**src/rtl/lc4_fetch_stage_if.sv**
```systemverilog
// Fetch-stage bundle: instruction-memory request/response, execute redirect
// and the decode handshake, seen from the fetch stage (master) or its environment (slave).
interface lc4_fetch_stage_if #(
  parameter int ADDR_W = 16,
  parameter int INSN_W = 20,
  parameter int DEPTH  = 4
);
  localparam int CNT_W = $clog2(DEPTH) + 1;

  logic              imem_req;
  logic [ADDR_W-1:0] imem_addr;
  logic              imem_gnt;
  logic              imem_rvalid;
  logic [INSN_W-1:0] imem_rdata;
  logic              redirect_valid;
  logic [ADDR_W-1:0] redirect_pc;
  logic              dec_valid;
  logic [INSN_W-1:0] dec_insn;
  logic [ADDR_W-1:0] dec_pc;
  logic              dec_ready;
  logic [CNT_W-1:0]  inflight;

  modport master (
    output imem_req, imem_addr, dec_valid, dec_insn, dec_pc, inflight,
    input  imem_gnt, imem_rvalid, imem_rdata, redirect_valid, redirect_pc, dec_ready
  );

  modport slave (
    input  imem_req, imem_addr, dec_valid, dec_insn, dec_pc, inflight,
    output imem_gnt, imem_rvalid, imem_rdata, redirect_valid, redirect_pc, dec_ready
  );
endinterface

```
**src/rtl/lc4_fetch_stage.sv**
```systemverilog
// LC4 fetch stage: owns the PC, issues credit-limited fetches, pairs responses
// with their PCs and buffers them in a prefetch FIFO for the decoder.
//
// state    | meaning
// ST_RESET | first cycle after reset release, no requests yet
// ST_RUN   | normal fetching
module lc4_fetch_stage #(
  parameter int ADDR_W = 16,
  parameter int INSN_W = 20,
  parameter int DEPTH  = 4,
  parameter logic [ADDR_W-1:0] RESET_PC = ADDR_W'(16'h8200)
) (
  input logic               clk,
  input logic               rst,
  lc4_fetch_stage_if.master fs
);
  localparam int PTR_W = $clog2(DEPTH);
  localparam int CNT_W = PTR_W + 1;

  typedef enum logic {ST_RESET, ST_RUN} state_t;

  state_t            state_q;
  logic [ADDR_W-1:0] fetch_pc_q, fetch_pc_d;
  logic [CNT_W-1:0]  inflight_q, inflight_d;
  logic [CNT_W-1:0]  drop_cnt_q, drop_cnt_d;
  logic [CNT_W-1:0]  count_q, count_d;
  logic [PTR_W-1:0]  wr_ptr_q, wr_ptr_d, rd_ptr_q, rd_ptr_d;
  logic [PTR_W-1:0]  pq_wr_q, pq_wr_d, pq_rd_q, pq_rd_d;

  logic [INSN_W-1:0] insn_mem_q [DEPTH];
  logic [ADDR_W-1:0] pc_mem_q   [DEPTH];
  logic [ADDR_W-1:0] pq_mem_q   [DEPTH];

  logic [CNT_W:0]    credit_use;
  logic              issue, resp, push, pop;

  assign credit_use   = {1'b0, count_q} + {1'b0, inflight_q};
  assign fs.imem_req  = (state_q == ST_RUN) & (credit_use < (CNT_W+1)'(DEPTH)) & ~fs.redirect_valid;
  assign fs.imem_addr = fetch_pc_q;
  assign fs.inflight  = inflight_q;

  assign issue = fs.imem_req & fs.imem_gnt;
  // Responses with nothing outstanding are protocol errors and are ignored.
  assign resp  = fs.imem_rvalid & (inflight_q != '0);
  assign push  = resp & (drop_cnt_q == '0) & ~fs.redirect_valid;
  assign pop   = fs.dec_valid & fs.dec_ready & ~fs.redirect_valid;

  assign fs.dec_valid = (count_q != '0);
  assign fs.dec_insn  = fs.dec_valid ? insn_mem_q[rd_ptr_q] : '0;
  assign fs.dec_pc    = fs.dec_valid ? pc_mem_q[rd_ptr_q]   : '0;

  always_comb begin
    fetch_pc_d = fetch_pc_q;
    drop_cnt_d = drop_cnt_q;
    count_d    = count_q;
    wr_ptr_d   = wr_ptr_q;
    rd_ptr_d   = rd_ptr_q;
    pq_wr_d    = pq_wr_q;
    pq_rd_d    = pq_rd_q;
    inflight_d = inflight_q + CNT_W'(issue) - CNT_W'(resp);

    if (fs.redirect_valid) begin
      // Everything still outstanding belongs to the old path.
      fetch_pc_d = fs.redirect_pc;
      drop_cnt_d = inflight_d;
      count_d    = '0;
      wr_ptr_d   = '0;
      rd_ptr_d   = '0;
      pq_wr_d    = '0;
      pq_rd_d    = '0;
    end else begin
      if (issue) begin
        fetch_pc_d = fetch_pc_q + ADDR_W'(1);
        pq_wr_d    = pq_wr_q + PTR_W'(1);
      end
      if (resp) begin
        if (drop_cnt_q != '0) drop_cnt_d = drop_cnt_q - CNT_W'(1);
        else                  pq_rd_d    = pq_rd_q + PTR_W'(1);
      end
      if (push) wr_ptr_d = wr_ptr_q + PTR_W'(1);
      if (pop)  rd_ptr_d = rd_ptr_q + PTR_W'(1);
      count_d = count_q + CNT_W'(push) - CNT_W'(pop);
    end
  end

  always_ff @(posedge clk or posedge rst) begin
    if (rst) begin
      state_q    <= ST_RESET;
      fetch_pc_q <= RESET_PC;
      inflight_q <= '0;
      drop_cnt_q <= '0;
      count_q    <= '0;
      wr_ptr_q   <= '0;
      rd_ptr_q   <= '0;
      pq_wr_q    <= '0;
      pq_rd_q    <= '0;
    end else begin
      state_q    <= ST_RUN;
      fetch_pc_q <= fetch_pc_d;
      inflight_q <= inflight_d;
      drop_cnt_q <= drop_cnt_d;
      count_q    <= count_d;
      wr_ptr_q   <= wr_ptr_d;
      rd_ptr_q   <= rd_ptr_d;
      pq_wr_q    <= pq_wr_d;
      pq_rd_q    <= pq_rd_d;
    end
  end

  always_ff @(posedge clk) begin
    if (issue) pq_mem_q[pq_wr_q] <= fetch_pc_q;
    if (push) begin
      insn_mem_q[wr_ptr_q] <= fs.imem_rdata;
      pc_mem_q[wr_ptr_q]   <= pq_mem_q[pq_rd_q];
    end
  end
endmodule

```
**src/flat_wrapper.sv**
```systemverilog
// flat-port wrapper written by rule: the top's interface ports become plain ports
module lc4_fetch_stage_flat 
#(
  parameter int ADDR_W = 16,
  parameter int INSN_W = 20,
  parameter int DEPTH  = 4,
  parameter logic [ADDR_W-1:0] RESET_PC = ADDR_W'(16'h8200)
)
  (clk, rst, fs_imem_req, fs_imem_addr, fs_dec_valid, fs_dec_insn, fs_dec_pc, fs_inflight, fs_imem_gnt, fs_imem_rvalid, fs_imem_rdata, fs_redirect_valid, fs_redirect_pc, fs_dec_ready);
  lc4_fetch_stage_if #(.ADDR_W(ADDR_W), .INSN_W(INSN_W), .DEPTH(DEPTH)) fs_i ();
  input logic clk;
  input logic rst;
  output wire logic [$bits(fs_i.imem_req)-1:0] fs_imem_req;
  output wire logic [$bits(fs_i.imem_addr)-1:0] fs_imem_addr;
  output wire logic [$bits(fs_i.dec_valid)-1:0] fs_dec_valid;
  output wire logic [$bits(fs_i.dec_insn)-1:0] fs_dec_insn;
  output wire logic [$bits(fs_i.dec_pc)-1:0] fs_dec_pc;
  output wire logic [$bits(fs_i.inflight)-1:0] fs_inflight;
  input wire logic [$bits(fs_i.imem_gnt)-1:0] fs_imem_gnt;
  input wire logic [$bits(fs_i.imem_rvalid)-1:0] fs_imem_rvalid;
  input wire logic [$bits(fs_i.imem_rdata)-1:0] fs_imem_rdata;
  input wire logic [$bits(fs_i.redirect_valid)-1:0] fs_redirect_valid;
  input wire logic [$bits(fs_i.redirect_pc)-1:0] fs_redirect_pc;
  input wire logic [$bits(fs_i.dec_ready)-1:0] fs_dec_ready;
  assign fs_imem_req = fs_i.imem_req;
  assign fs_imem_addr = fs_i.imem_addr;
  assign fs_dec_valid = fs_i.dec_valid;
  assign fs_dec_insn = fs_i.dec_insn;
  assign fs_dec_pc = fs_i.dec_pc;
  assign fs_inflight = fs_i.inflight;
  assign fs_i.imem_gnt = fs_imem_gnt;
  assign fs_i.imem_rvalid = fs_imem_rvalid;
  assign fs_i.imem_rdata = fs_imem_rdata;
  assign fs_i.redirect_valid = fs_redirect_valid;
  assign fs_i.redirect_pc = fs_redirect_pc;
  assign fs_i.dec_ready = fs_dec_ready;
  lc4_fetch_stage #(.ADDR_W(ADDR_W), .INSN_W(INSN_W), .DEPTH(DEPTH), .RESET_PC(RESET_PC)) u_core (.clk(clk), .rst(rst), .fs(fs_i));
endmodule
```
**config.mk**
```make
export PLATFORM = sky130hd
export DESIGN_NAME = lc4_fetch_stage_flat
export DESIGN_NICKNAME = d
export VERILOG_FILES = /design/src/rtl/lc4_fetch_stage_if.sv /design/src/rtl/lc4_fetch_stage.sv /design/src/flat_wrapper.sv
export SDC_FILE = /design/constraint.sdc
export NUM_CORES = 1
export LEC_CHECK = 0
export CORE_ASPECT_RATIO = 1.2
export CORE_MARGIN = 2
export CORE_UTILIZATION = 55
export CTS_CLUSTER_DIAMETER = 30
export DETAILED_ROUTE_END_ITERATION = 16
export PLACE_DENSITY = 0.8
export SLEW_MARGIN = 20
export SYNTH_ARGS = -nofsm -noshare
export SYNTH_HDL_FRONTEND = slang
export SYNTH_SLANG_ARGS = --single-unit
```
**constraint.sdc**
```tcl
create_clock -name clk -period 3.8 [get_ports clk]
set_input_delay 0.57 -clock clk [delete_from_list [all_inputs] [get_ports clk]]
set_output_delay 0.57 -clock clk [all_outputs]
set_load 0.01 [all_outputs]
```
==> results of run 1 <==
[routing by layer]
| metal | GRT usage, % | vias up | share of wire, % |
|---|---|---|---|
| met5 | 0 | - | 0 |
| met4 | 8.132 | 0 | 3.2 |
| met3 | 4.193 | 51 | 5.7 |
| met2 | 35.43 | 200 | 52 |
| met1 | 25.98 | 2642 | 39 |
| li1 | - | 2316 | - |
[worst max path at each step]
stage,from,slack [ns],cells after the start,endpoint
4_1_cts,u_core.rd_ptr_q[0]$_DFFE_PP0P_,0.44,4,fs_dec_pc[5]
5_1_grt,u_core.rd_ptr_q[0]$_DFFE_PP0P_,0.38,4,fs_dec_pc[13]
3_3_place_gp,fs_redirect_valid,0.95,4,u_core.insn_mem_q[2][12]$_DFFE_PP_
2_1_floorplan,u_core.fs.inflight[2]$_DFF_PP0_,1.33,8,u_core.drop_cnt_q[1]$_DFFE_PP0P_
3_5_place_dp,fs_redirect_valid,0.91,6,u_core.pq_mem_q[1][9]$_DFFE_PP_
6_report,u_core.rd_ptr_q[0]$_DFFE_PP0P_,0.53,4,fs_dec_pc[13]
[critical path: stages, from the launching register on]
cell and delay, ns:
dfrtp_2 0.69, buf_12 0.30, mux4_2 0.55, and2_1 0.19, clkdlybuf4s50_1 0.48
[registers in the layout, indices dropped and copies added (netlist names)]
name	cells
u_core.state_q	1
u_core.pq_rd_q	2
u_core.count_q	3
u_core.fs.inflight	3
u_core.drop_cnt_q	3
u_core.pc_mem_q	64
u_core.rd_ptr_q	2
u_core.insn_mem_q	80
u_core.pq_wr_q	2
u_core.pq_mem_q	64
u_core.wr_ptr_q	2
u_core.fs.imem_addr	16
[logic make-up after synthesis]
family,Yosys count
buffers and inverters,43
DFF,242
and+or+nand+nor,117
muxes,57
AOI/OAI and AO/OA,37
xor gates and xnor gates,10
other,1
adders and majority gates,19
[area by class of cell]
cell class,count,share of cell area (%)
flip-flops and latches,242,58.42
repair buffers,108,8.790
multi-input cells,241,20.78
clock inverters,22,1.451
clock buffers,40,7.709
well taps,220,2.264
inverters,19,0.5867
[power groups by stage]
stage          clock network [mW]  logic [mW]  registers (mW)
2_1_floorplan                   0        1.06            3.26
3_3_place_gp                    0        1.68            3.34
3_5_place_dp                    0        1.71            3.36
4_1_cts                      3.03        1.74            3.31
5_1_grt                      3.15        1.84            3.34
6_report                     2.98        1.70            3.31
[cells in the final DEF (no fill, tap or decap), types with 5 or more instances in the layout]
| cell type | instances |
|---|---|
| edfxtp_1 | 208 |
| clkdlybuf4s50_1 | 98 |
| mux4_2 | 52 |
| and2_1 | 41 |
| clkbuf_16 | 37 |
| dfrtp_1 | 30 |
| inv_1 | 19 |
| nand2_1 | 18 |
| ha_1 | 17 |
| nor2_1 | 15 |
| o21ai_0 | 9 |
| buf_4 | 9 |
| nand3_1 | 7 |
| a221o_1 | 6 |
| clkinv_4 | 6 |
| xnor2_1 | 5 |
| xor2_1 | 5 |
[metrics by stage]
stage | area [um2] | utilization, % | total power [mW] | std cells
2_1_floorplan | 9816 | - | 4.319 | 526
3_3_place_gp | 11040 | 63.07 | 5.021 | 830
3_5_place_dp | 11040 | 63.07 | 5.075 | 830
4_1_cts | 12160 | 69.43 | 8.082 | 892
5_1_grt | 12160 | 69.44 | 8.329 | 892
6_report | 12160 | 69.44 | 7.990 | 892
==> results.ini, run 1 <==
[global_route]
grt_start_max_net_pins = 40
globalRouteTotalUtil_pct = 20.59
global_route_wire_length_before_repair_um = 30040
grt_overflow = 0
first_global_vias = 5585
antenna_found_initial = 0

[logic_synthesis]
synth_most_common_cell = edfxtp_1
synth.ff_latch_count = 242
synth_top_family_by_area = multiplexers
synthArstFlopShare_pct = 14.05
postSynthCellCount = 526
net_count_after_synthesis = 587
synth_simple_gate_area_share_pct = 6.973
synth_adder_area_share_pct = 2.575
syn-cell-area_mm2 = 0.009816
synthDominantAreaCellType = edfxtp_1
synth.yosys.warnings = 0
synthMuxAreaShare_pct = 12.47
synth-main-ff-cell = edfxtp_1
netlist_top_cells_count = 208 x edfxtp_1, 52 x mux4_2, 45 x and2_1
synth_enable_flop_cells = 208
synth_top_area_share_pct = 63.63
post_synth_main_area_contributors = edfxtp_1 64%, mux4_2 12%, dfrtp_1 8.2%
synthXorXnorAreaFrac_pct = 0.8923
synth_seq_area_share_pct = 72.33
number_of_library_cell_types_mapped_by_synthesis = 46
syn_avg_cell_area_um2 = 18.66
compound_cell_area_share_of_the_yosys_netlist_pct = 2.741

[route]
drcViolationCount = 0
drt-vias-per-instance = 5.840
avgRoutedWirePerCell_um = 21.11
final_routed_wirelength_across_all_metal_layers_um = 18830
via_total_after_detailed_routing = 5209
detail_route.first_pass.iterations = 4
drtAntennaViolNets = 0
violation_count_after_the_first_detailed_route_iteration = 330

[sta]
fin_skew_ns = 0.008464
worst-slew-pin-transition_ns = 0.9534
finalSetupTns_ns = 0
max_freq_ghz = 0.3055
grt_setup_unrepaired = no
setup_viol = 0
min_period_over_period_pct = 86.14
layout_min_cycle_time_ns = 3.273
finalHoldViolations = 0
finalWorstSetupSlack_ns = 0.5267
max-slew-margin-rel_pct = 36.44
hold_ws_ns = 0.4758
maxSlewViolCount = 0

[place]
gp_congestion = 0.8850
placement.io_buffers = 98
post-dp-hpwl_um = 11310
detailedPlace.worstSlack_ns = 0.9091

[power]
power_report.internal_total_mw = 5.868
power.density_mw_per_mm2 = 657.2
irDropWorstVdd_mv = 0.3731
power.leakage_nw = 4.135
power.switching_mw = 2.122
sequentialPowerShare_pct = 41.4
p_sw_share_pct = 26.56
p_clk_share_pct = 37.3
p_comb_share_pct = 21.3

[floorplanning]
die_height_um = 150.3
rows = 53
design.portCount = 99
initial_utilization_pct = 56.07
fp.dieW_um = 126.0
placeableCoreArea_mm2 = 0.01751
floorplan.die_area_mm2 = 0.01894

[finish]
regArea_mm2 = 0.007102
drive_gt1_share_pct = 20.09
syn_to_final_growth_pct = 23.85
fillCellCount = 1117
multiInputGateArea_mm2 = 0.002526
post_layout_nets = 709
n_antenna_cell = 0

[clocking]
cts.clk_slew.worst_paths_ns = 0.06
cts.root.buffer_cell = clkbuf_16
cts_tree = yes
cts_buffers = 36
post-cts-setup-buffers = 0
htree_levels = 2
clk_path_buf_depth = 3
clock_insertion_delay_worst_skew_ns = 0.49
ctsHoldBuffers = 0
post_cts_resize_count = 0
tritoncts_num_sinks = 242

[worst_setup_path]
r2r_setup_slack_ns = 1.14
regToRegStartpoint = u_core.count_q[1]$_DFF_PP0_
endpoint_kind = output port
crit_path_max_fanout = 25
cp.arrival_ns = 2.70
timing_worst_setup_path_type = flip-flop to output port
r2r.worst_path.cells = 11
worst-endpoint-required_ns = 3.23
worst_setup_path_start_kind = flip-flop
r2r-end = u_core.count_q[2]$_DFF_PP0_

[worst_hold_path]
min-delay-path-class = input pin to async pin

[flow_run]
timing.max_cap.violations = 0

[status]
run_status = finished clean

No activity file was read; power rests on OpenSTA's default activity.
==> run 2: changes to the inputs <==
- SKIP_CTS_REPAIR_TIMING: default -> 1
==> results of run 2 <==
No change in the layout: final DEF, timing and power equal those of run 1.
